$ cat src/rtl/systolic_skew_feeder.sv
// Row-skewed west-edge feeder for a systolic array: snapshots the A matrix on start,
// then streams row i delayed by i cycles. Optional macro: SKEW_FEEDER_BACK_TO_BACK_EN.
module systolic_skew_feeder #(
  parameter int DATA_WIDTH = 8,
  parameter int ARRAY_W    = 4,
  parameter int ARRAY_L    = 4
) (
  input  logic                                             clk,
  input  logic                                             rst_n,
  input  logic                                             start,
  input  logic [0:ARRAY_W-1][0:ARRAY_L-1][DATA_WIDTH-1:0]  data_rom,
  output logic [0:ARRAY_W-1][DATA_WIDTH-1:0]               out_a,
  output logic [0:ARRAY_W-1]                               out_valid,
  output logic                                             busy,
  output logic                                             done
);

  localparam int T  = ARRAY_L + ARRAY_W - 1;
  localparam int CW = $clog2(T + 1);

  typedef enum logic [1:0] {IDLE, FEED, DONE} state_t;

  state_t state, state_nx;

  logic [CW-1:0]                                    cnt, cnt_nx;
  logic [0:ARRAY_W-1][0:ARRAY_L-1][DATA_WIDTH-1:0]  mat;
  logic                                             capture;
  logic                                             last;
  logic                                             chained, chained_nx;
  logic [0:ARRAY_W-1][DATA_WIDTH-1:0]               a_nx;
  logic [0:ARRAY_W-1]                               v_nx;
  logic                                             busy_nx, done_nx;

  assign last = (cnt == CW'(T - 1));

  always_ff @(posedge clk or negedge rst_n) begin
    if (!rst_n) state <= IDLE;
    else        state <= state_nx;
  end

  always_comb begin
    state_nx = state;
    capture  = 1'b0;
    unique case (state)
      IDLE: begin
        if (start) begin
          capture  = 1'b1;
          state_nx = FEED;
        end
      end
      FEED: begin
        if (last) begin
`ifdef SKEW_FEEDER_BACK_TO_BACK_EN
          if (start) capture = 1'b1;
          else       state_nx = DONE;
`else
          state_nx = DONE;
`endif
        end
      end
      DONE:    state_nx = IDLE;
      default: state_nx = IDLE;
    endcase
  end

  always_comb begin
    cnt_nx     = cnt;
    chained_nx = capture && (state == FEED);
    if (capture)            cnt_nx = '0;
    else if (state == FEED) cnt_nx = cnt + 1'b1;
  end

  // Next values of the registered outputs; the edge in FEED loads the wavefront for t=cnt.
  always_comb begin
    a_nx    = '0;
    v_nx    = '0;
    busy_nx = 1'b0;
    done_nx = 1'b0;
    if (state == FEED) begin
      busy_nx = 1'b1;
      done_nx = chained && (cnt == '0);
      for (int unsigned i = 0; i < ARRAY_W; i++) begin
        for (int unsigned j = 0; j < ARRAY_L; j++) begin
          if (cnt == CW'(i + j)) begin
            a_nx[i] = mat[i][j];
            v_nx[i] = 1'b1;
          end
        end
      end
    end else if (state == DONE) begin
      done_nx = 1'b1;
    end
  end

  always_ff @(posedge clk or negedge rst_n) begin
    if (!rst_n) begin
      cnt       <= '0;
      mat       <= '0;
      chained   <= 1'b0;
      out_a     <= '0;
      out_valid <= '0;
      busy      <= 1'b0;
      done      <= 1'b0;
    end else begin
      cnt       <= cnt_nx;
      chained   <= chained_nx;
      out_a     <= a_nx;
      out_valid <= v_nx;
      busy      <= busy_nx;
      done      <= done_nx;
      if (capture) mat <= data_rom;
    end
  end

endmodule
$ cat config.mk
export PLATFORM = sky130hd
export DESIGN_NAME = systolic_skew_feeder
export DESIGN_NICKNAME = d
export VERILOG_FILES = /design/src/rtl/systolic_skew_feeder.sv
export SDC_FILE = /design/constraint.sdc
export NUM_CORES = 1
export LEC_CHECK = 0
export ABC_AREA = 0
export CAP_MARGIN = 20
export CORE_MARGIN = 4
export CORE_UTILIZATION = 45
export DETAILED_ROUTE_END_ITERATION = 10
export PLACE_DENSITY = 0.84
export SYNTH_ARGS = -nofsm -noshare
export SYNTH_HDL_FRONTEND = slang
export SYNTH_SLANG_ARGS = --single-unit
$ cat constraint.sdc
create_clock -name clk -period 2.1 [get_ports clk]
set_input_delay 0.525 -clock clk [delete_from_list [all_inputs] [get_ports clk]]
set_output_delay 0.525 -clock clk [all_outputs]
set_load 0.01 [all_outputs]
==> results.cfg, run 1 <==
[status]
status = complete, no violations

[drt]
ant_nets = 0
wirelength_um = 17300
routedWlPerCell_um = 18.9
viasPerCell = 5.35
drt_first_pass_iters = 4
first_iter_violations = 212
drc = 0
vias = 4889

[die]
num_rows = 45
dieArea_sq_um = 17900
die_y_um = 134
initial_core_util = 0.464
io_pins = 169
core_sq_um = 15400
die_w_um = 134

[sta]
rsz0062_at_grt = false
max_freq_mhz = 494
hold_viol = 0
setup_viol = 0
drv_slew = 0
setup-tns-final_ns = 0
layout_min_cycle_time_ns = 2.02
worstMarginPinSlew_ns = 0.585
max_slew_margin = 0.605
finClkSkew_ns = 0.00634
final.setup.worst_slack_ns = 0.0770
period_share = 0.963

[yosys]
seq_area_frac_synth = 0.604
yosys.area_share.adder = 0.00877
synth_common_cells = 172 x dfrtp_1, 77 x mux2_1, 51 x mux2_2
avgSynthCellArea_sq_um = 14.2
synthCells = 502
synth_flop_cell = dfrtp_1
ys_ff_latch = 172
synth_warnings = 0
synth-compound-area-share = 0.102
synth_xor_area_frac = 0
synth_top_family_by_area = multiplexers
synth_fp_nets = 638
synthArstFlopShare = 1.00
yosysMostFrequentCell = dfrtp_1
yosysTopAreaCell = dfrtp_1
synth.top_cell.area_share = 0.604
ys_types = 45
yosys.area_share.simple = 0.0458
synthMuxAreaShare = 0.209
syn_area_sq_um = 7130
synth_edf_count = 0
ys_top_cells_by_area = dfrtp_1 60%, mux2_1 12%, mux2_2 8.1%

[cts]
clock_path_buffers = 2
tritoncts = done
cts_hold_buf = 0
htreeDepth = 4
insertion_delay_ns = 0.43
clk_pin_slew_ns = 0.07
cts.sinks = 172
cts_buffers = 17
root_buffer = clkbuf_16

[worst_setup_path]
critPathKind = flop to flop
rr_startpoint = cnt[0]$_DFFE_PN0P_
worstPathMaxFanout = 8
crit_start = cnt[0]$_DFFE_PN0P_
r2r_cells = 5
worst-r2r-setup-slack_ns = 0.08
cp-endpoint = out_a[9]$_DFF_PN0_
cp.required_ns = 2.39
cp-end-kind = flop
cp-start-kind = flop
cp.arrival_ns = 2.32
regToRegEndpoint = out_a[9]$_DFF_PN0_

[placement]
dp_slack_ns = -0.0127
gp_congestion = 0.801
port_buffers = 168
hpwl_um = 12100
dp.cells = 879

[layout]
nets = 825
fill_cells = 1110
finalNonFillerCells = 913
drive_gt1_frac = 0.179
area_growth_syn_to_layout_pct = 38.6
antenna_cells = 0
final_util = 0.643

[job]
drv_cap = 0

[power]
power_frac_comb = 0.378
p_sw_frac = 0.321
p_int_uw = 9720
power_leakage_uw = 0.00412
pwr-share-seq = 0.397
p_per_area_nw_per_um2 = 1450
switchingPower_uw = 4600
pwr-share-clk = 0.225
ir_worst_vdd_uv = 701

[global_route]
overflow = 0
grt_start_max_net_pins = 46
grt_pass1_wl_um = 28300
grt_use_total = 0.200
grt_pass1_vias = 5500
antenna_found_initial = 0

[hold_path]
hold_class = primary input to asynchronous set/reset pin
## registers in the layout, summed over array words and instances (netlist names)
signal	count
mat	128
out_a	32
out_valid	4
cnt	3
state	2
busy	1
chained	1
done	1
## power groups by stage
stage               logic, uW  clock network [uW]  registers (uW)
finish                   5410                3220            5680
global route             5910                3390            5870
CTS                      5450                3260            5690
detailed placement       5380                   0            5730
global placement         5210                   0            5630
floorplan                3360                   0            5580
## per-layer routing
metal  global-route usage  share of wire
met5                    0              0
met4               0.0731          0.019
met3               0.0551          0.058
met2                0.330           0.50
met1                0.255           0.43
## worst min-delay path by stage
stage | start | to | cells after the start
finish | rst_n | mat[18]$_DFFE_PN0P_ | 1
global route | rst_n | mat[11]$_DFFE_PN0P_ | 1
CTS | rst_n | mat[18]$_DFFE_PN0P_ | 1
detailed placement | mat[57]$_DFFE_PN0P_ | mat[57]$_DFFE_PN0P_ | 1
global placement | mat[67]$_DFFE_PN0P_ | mat[67]$_DFFE_PN0P_ | 1
floorplan | rst_n | busy$_DFF_PN0_ | 0
## cell type report
cell class                 count  area (sq um)  share of cell area
sequential                   172          4300               0.436
multi-input combinational    291          2620               0.265
clock inverter                14           171              0.0173
clock buffer                  18           439              0.0444
inverter                       5          18.8             0.00190
timing repair buffer         202          2060               0.209
tap                          211           264              0.0267
## worst max-delay path: stages (launching register included)
cell	delay [ns]
dfrtp_1	0.43
ha_1	0.25
ha_1	0.30
nor4b_1	0.55
nor3_4	0.16
nor3b_1	0.20
## metrics by stage
stage / hold WS (ns) / total power (uW) / area [sq um]
final: 0.0214 / 14300 / 9880
after global routing: 0.0418 / 15200 / 9880
after CTS: 0.0191 / 14400 / 9860
after detailed placement: 0.468 / 11100 / 9250
after global placement: 0.464 / 10800 / 9250
after floorplan: 0.229 / 8940 / 7130
## layout by cell type, fill, tap and decap left out, types with 2 or more instances in the layout
master and count:
clkbuf_16 17, nor3_1 2, inv_1 3, o211a_1 5, a211oi_1 3, clkinv_4 5
nor2_1 12, mux2i_1 5, mux2_2 51, o32ai_1 10, nor3b_1 2, nor2b_1 3
clkinv_2 3, bufinv_16 3, mux2_1 77, nand2_1 16, clkinvlp_4 3, dfrtp_1 172
nand2b_1 10, buf_4 24, clkdlybuf4s50_1 167, ha_1 5, a32o_1 8, o21a_1 2
a221oi_1 16, buf_12 10, o22ai_1 6, o21ai_0 18, a221o_1 8, a21oi_1 14
## kinds of logic after synthesis
| logic type | Yosys count |
|---|---|
| other | 1 |
| buffers and inverters | 39 |
| AND/OR/NAND/NOR | 56 |
| adder cells (fa/ha/maj) | 5 |
| AO/OA/AOI/OAI | 96 |
| multiplexers | 133 |
| flip-flops | 172 |
## timing repair
item | 4_1_cts | 5_1_grt
endpoints found under the hold margin | 0 | 0
buffers inserted | 0 | 2
gates resized for setup | 0 | 1
endpoints found under the setup margin | 0 | 15
No activity file was read; power rests on OpenSTA's default activity.
==> inputs of run 2 (changes only) <==
- GPL_ROUTABILITY_DRIVEN: default -> 0
==> results of run 2 <==
Same layout as run 1: the final DEF is identical, and so are final timing and power.
==> inputs of run 3 (changes only) <==
- ABC_AREA: 0 -> default
- CORE_UTILIZATION: 45 -> 40
- PLACE_DENSITY: 0.84 -> 0.77
==> results.cfg, run 3 (synthesis gave the netlist of run 1 again) <==
[status]
status = complete, no violations

[drt]
ant_nets = 0
vias = 4847
viasPerCell = 5.26
drt_first_pass_iters = 4
drc = 0
wirelength_um = 18000
routedWlPerCell_um = 19.6
first_iter_violations = 182

[worst_setup_path]
cp-start-kind = flop
worstPathMaxFanout = 30
critPathKind = flop to flop
rr_startpoint = cnt[1]$_DFFE_PN0P_
cp-end-kind = flop
regToRegEndpoint = out_a[22]$_DFF_PN0_
worst-r2r-setup-slack_ns = 0.14
r2r_cells = 7
cp.arrival_ns = 2.29
cp.required_ns = 2.43

[placement]
place_area_sq_um = 9240
dp_slack_ns = 0.0102
hpwl_um = 12600
dp.cells = 890
port_buffers = 168

[die]
die_y_um = 142
io_pins = 169
initial_core_util = 0.411
dieArea_sq_um = 20000
num_rows = 48
core_sq_um = 17400
die_w_um = 142

[global_route]
grt_start_max_net_pins = 54
grt_pass1_vias = 5403
grt_pass1_wl_um = 28700
grt_use_total = 0.185
grt-busiest-layer = met2
grt_use_met3 = 0.0418
antenna_found_initial = 0
overflow = 0
grt_util_met1 = 0.234
grt_util_met2 = 0.315

[sta]
drv_slew = 0
period_share = 0.934
final.setup.worst_slack_ns = 0.139
hold_viol = 0
finClkSkew_ns = 0.00738
layout_min_cycle_time_ns = 1.96
worstMarginPinSlew_ns = 0.565
setup_viol = 0
rsz0062_at_grt = false
max_slew_margin = 0.623
setup-tns-final_ns = 0
max_freq_mhz = 510

[layout]
drive_gt1_frac = 0.172
area_growth_syn_to_layout_pct = 38.8
fin_area_sq_um = 9900
antenna_cells = 0
largest_reg_flops = 128
regMostFlops = mat
finalNonFillerCells = 921
nets = 820
reg_top3 = mat: 128 flops, out_a: 32 flops, out_valid: 4 flops
layout_commonest_cell = dfrtp_1
final_cell_mix = 172 x dfrtp_1, 167 x clkdlybuf4s50_1, 77 x mux2_1, 51 x mux2_2, 20 x buf_4

[power]
power_leakage_uw = 0.00412
p_per_area_nw_per_um2 = 1470
ir_worst_vdd_uv = 774

[cts]
cts_buffers = 17
tritoncts = done
htreeDepth = 4
insertion_delay_ns = 0.42
clock_path_buffers = 2
post_cts_buffers = 0
root_buffer = clkbuf_16
clk_pin_slew_ns = 0.06
cts.sinks = 172
post_cts_resized = 0
cts_hold_buf = 0

[hold_path]
hold_class = primary input to asynchronous set/reset pin

[job]
drv_cap = 0
-- run 3: through the flow --
step	utilization	hold slack, ns	total power, uW
2_1_floorplan	-	0.229	8940
3_3_place_gp	0.532	0.462	10800
3_5_place_dp	0.532	0.470	11100
4_1_cts	0.570	0.0734	14700
5_1_grt	0.571	0.101	15400
6_report	0.571	0.0687	14500
-- run 3: critical path, stage by stage (launching register included) --
cell	delay [ns]
dfrtp_1	0.41
inv_1	0.11
ha_1	0.27
buf_12	0.24
nor4b_4	0.36
buf_4	0.22
a221oi_1	0.09
a21oi_1	0.18
-- run 3: worst max path at each step --
stage                  startpoint                   end  slack, ns
4_1_cts        cnt[1]$_DFFE_PN0P_    out_a[1]$_DFF_PN0_       0.02
6_report       cnt[1]$_DFFE_PN0P_   out_a[22]$_DFF_PN0_       0.14
3_5_place_dp                start   mat[53]$_DFFE_PN0P_       0.01
2_1_floorplan  cnt[2]$_DFFE_PN0P_    out_a[8]$_DFF_PN0_      0.007
3_3_place_gp                start  mat[118]$_DFFE_PN0P_       0.06
5_1_grt        cnt[1]$_DFFE_PN0P_   out_a[22]$_DFF_PN0_       0.03
-- run 3: layout make-up --
cell class,instances,area (sq um)
clock inverters,10,185
flip-flops and latches,172,4300
repair buffers,197,2010
fillers,1373,7450
inverters,5,18.8
multi-input cells,291,2630
clock buffers,21,470
well taps,225,282
-- run 3: per-layer routing --
metal / up-vias / share of wire
met3: 26 / 0.048
met5: - / 0
li1: 2220 / -
met2: 141 / 0.51
met1: 2460 / 0.42
met4: 0 / 0.017
-- run 3: power by group --
group | total [uW] | leakage [uW] | internal [uW] | switching (uW)
Combinational | 5380 | 0.00172 | 2860 | 2520
Clock | 3470 | 0.000320 | 2210 | 1260
Sequential | 5690 | 0.00209 | 4900 | 785
Total | 14500 | 0.00412 | 9960 | 4570
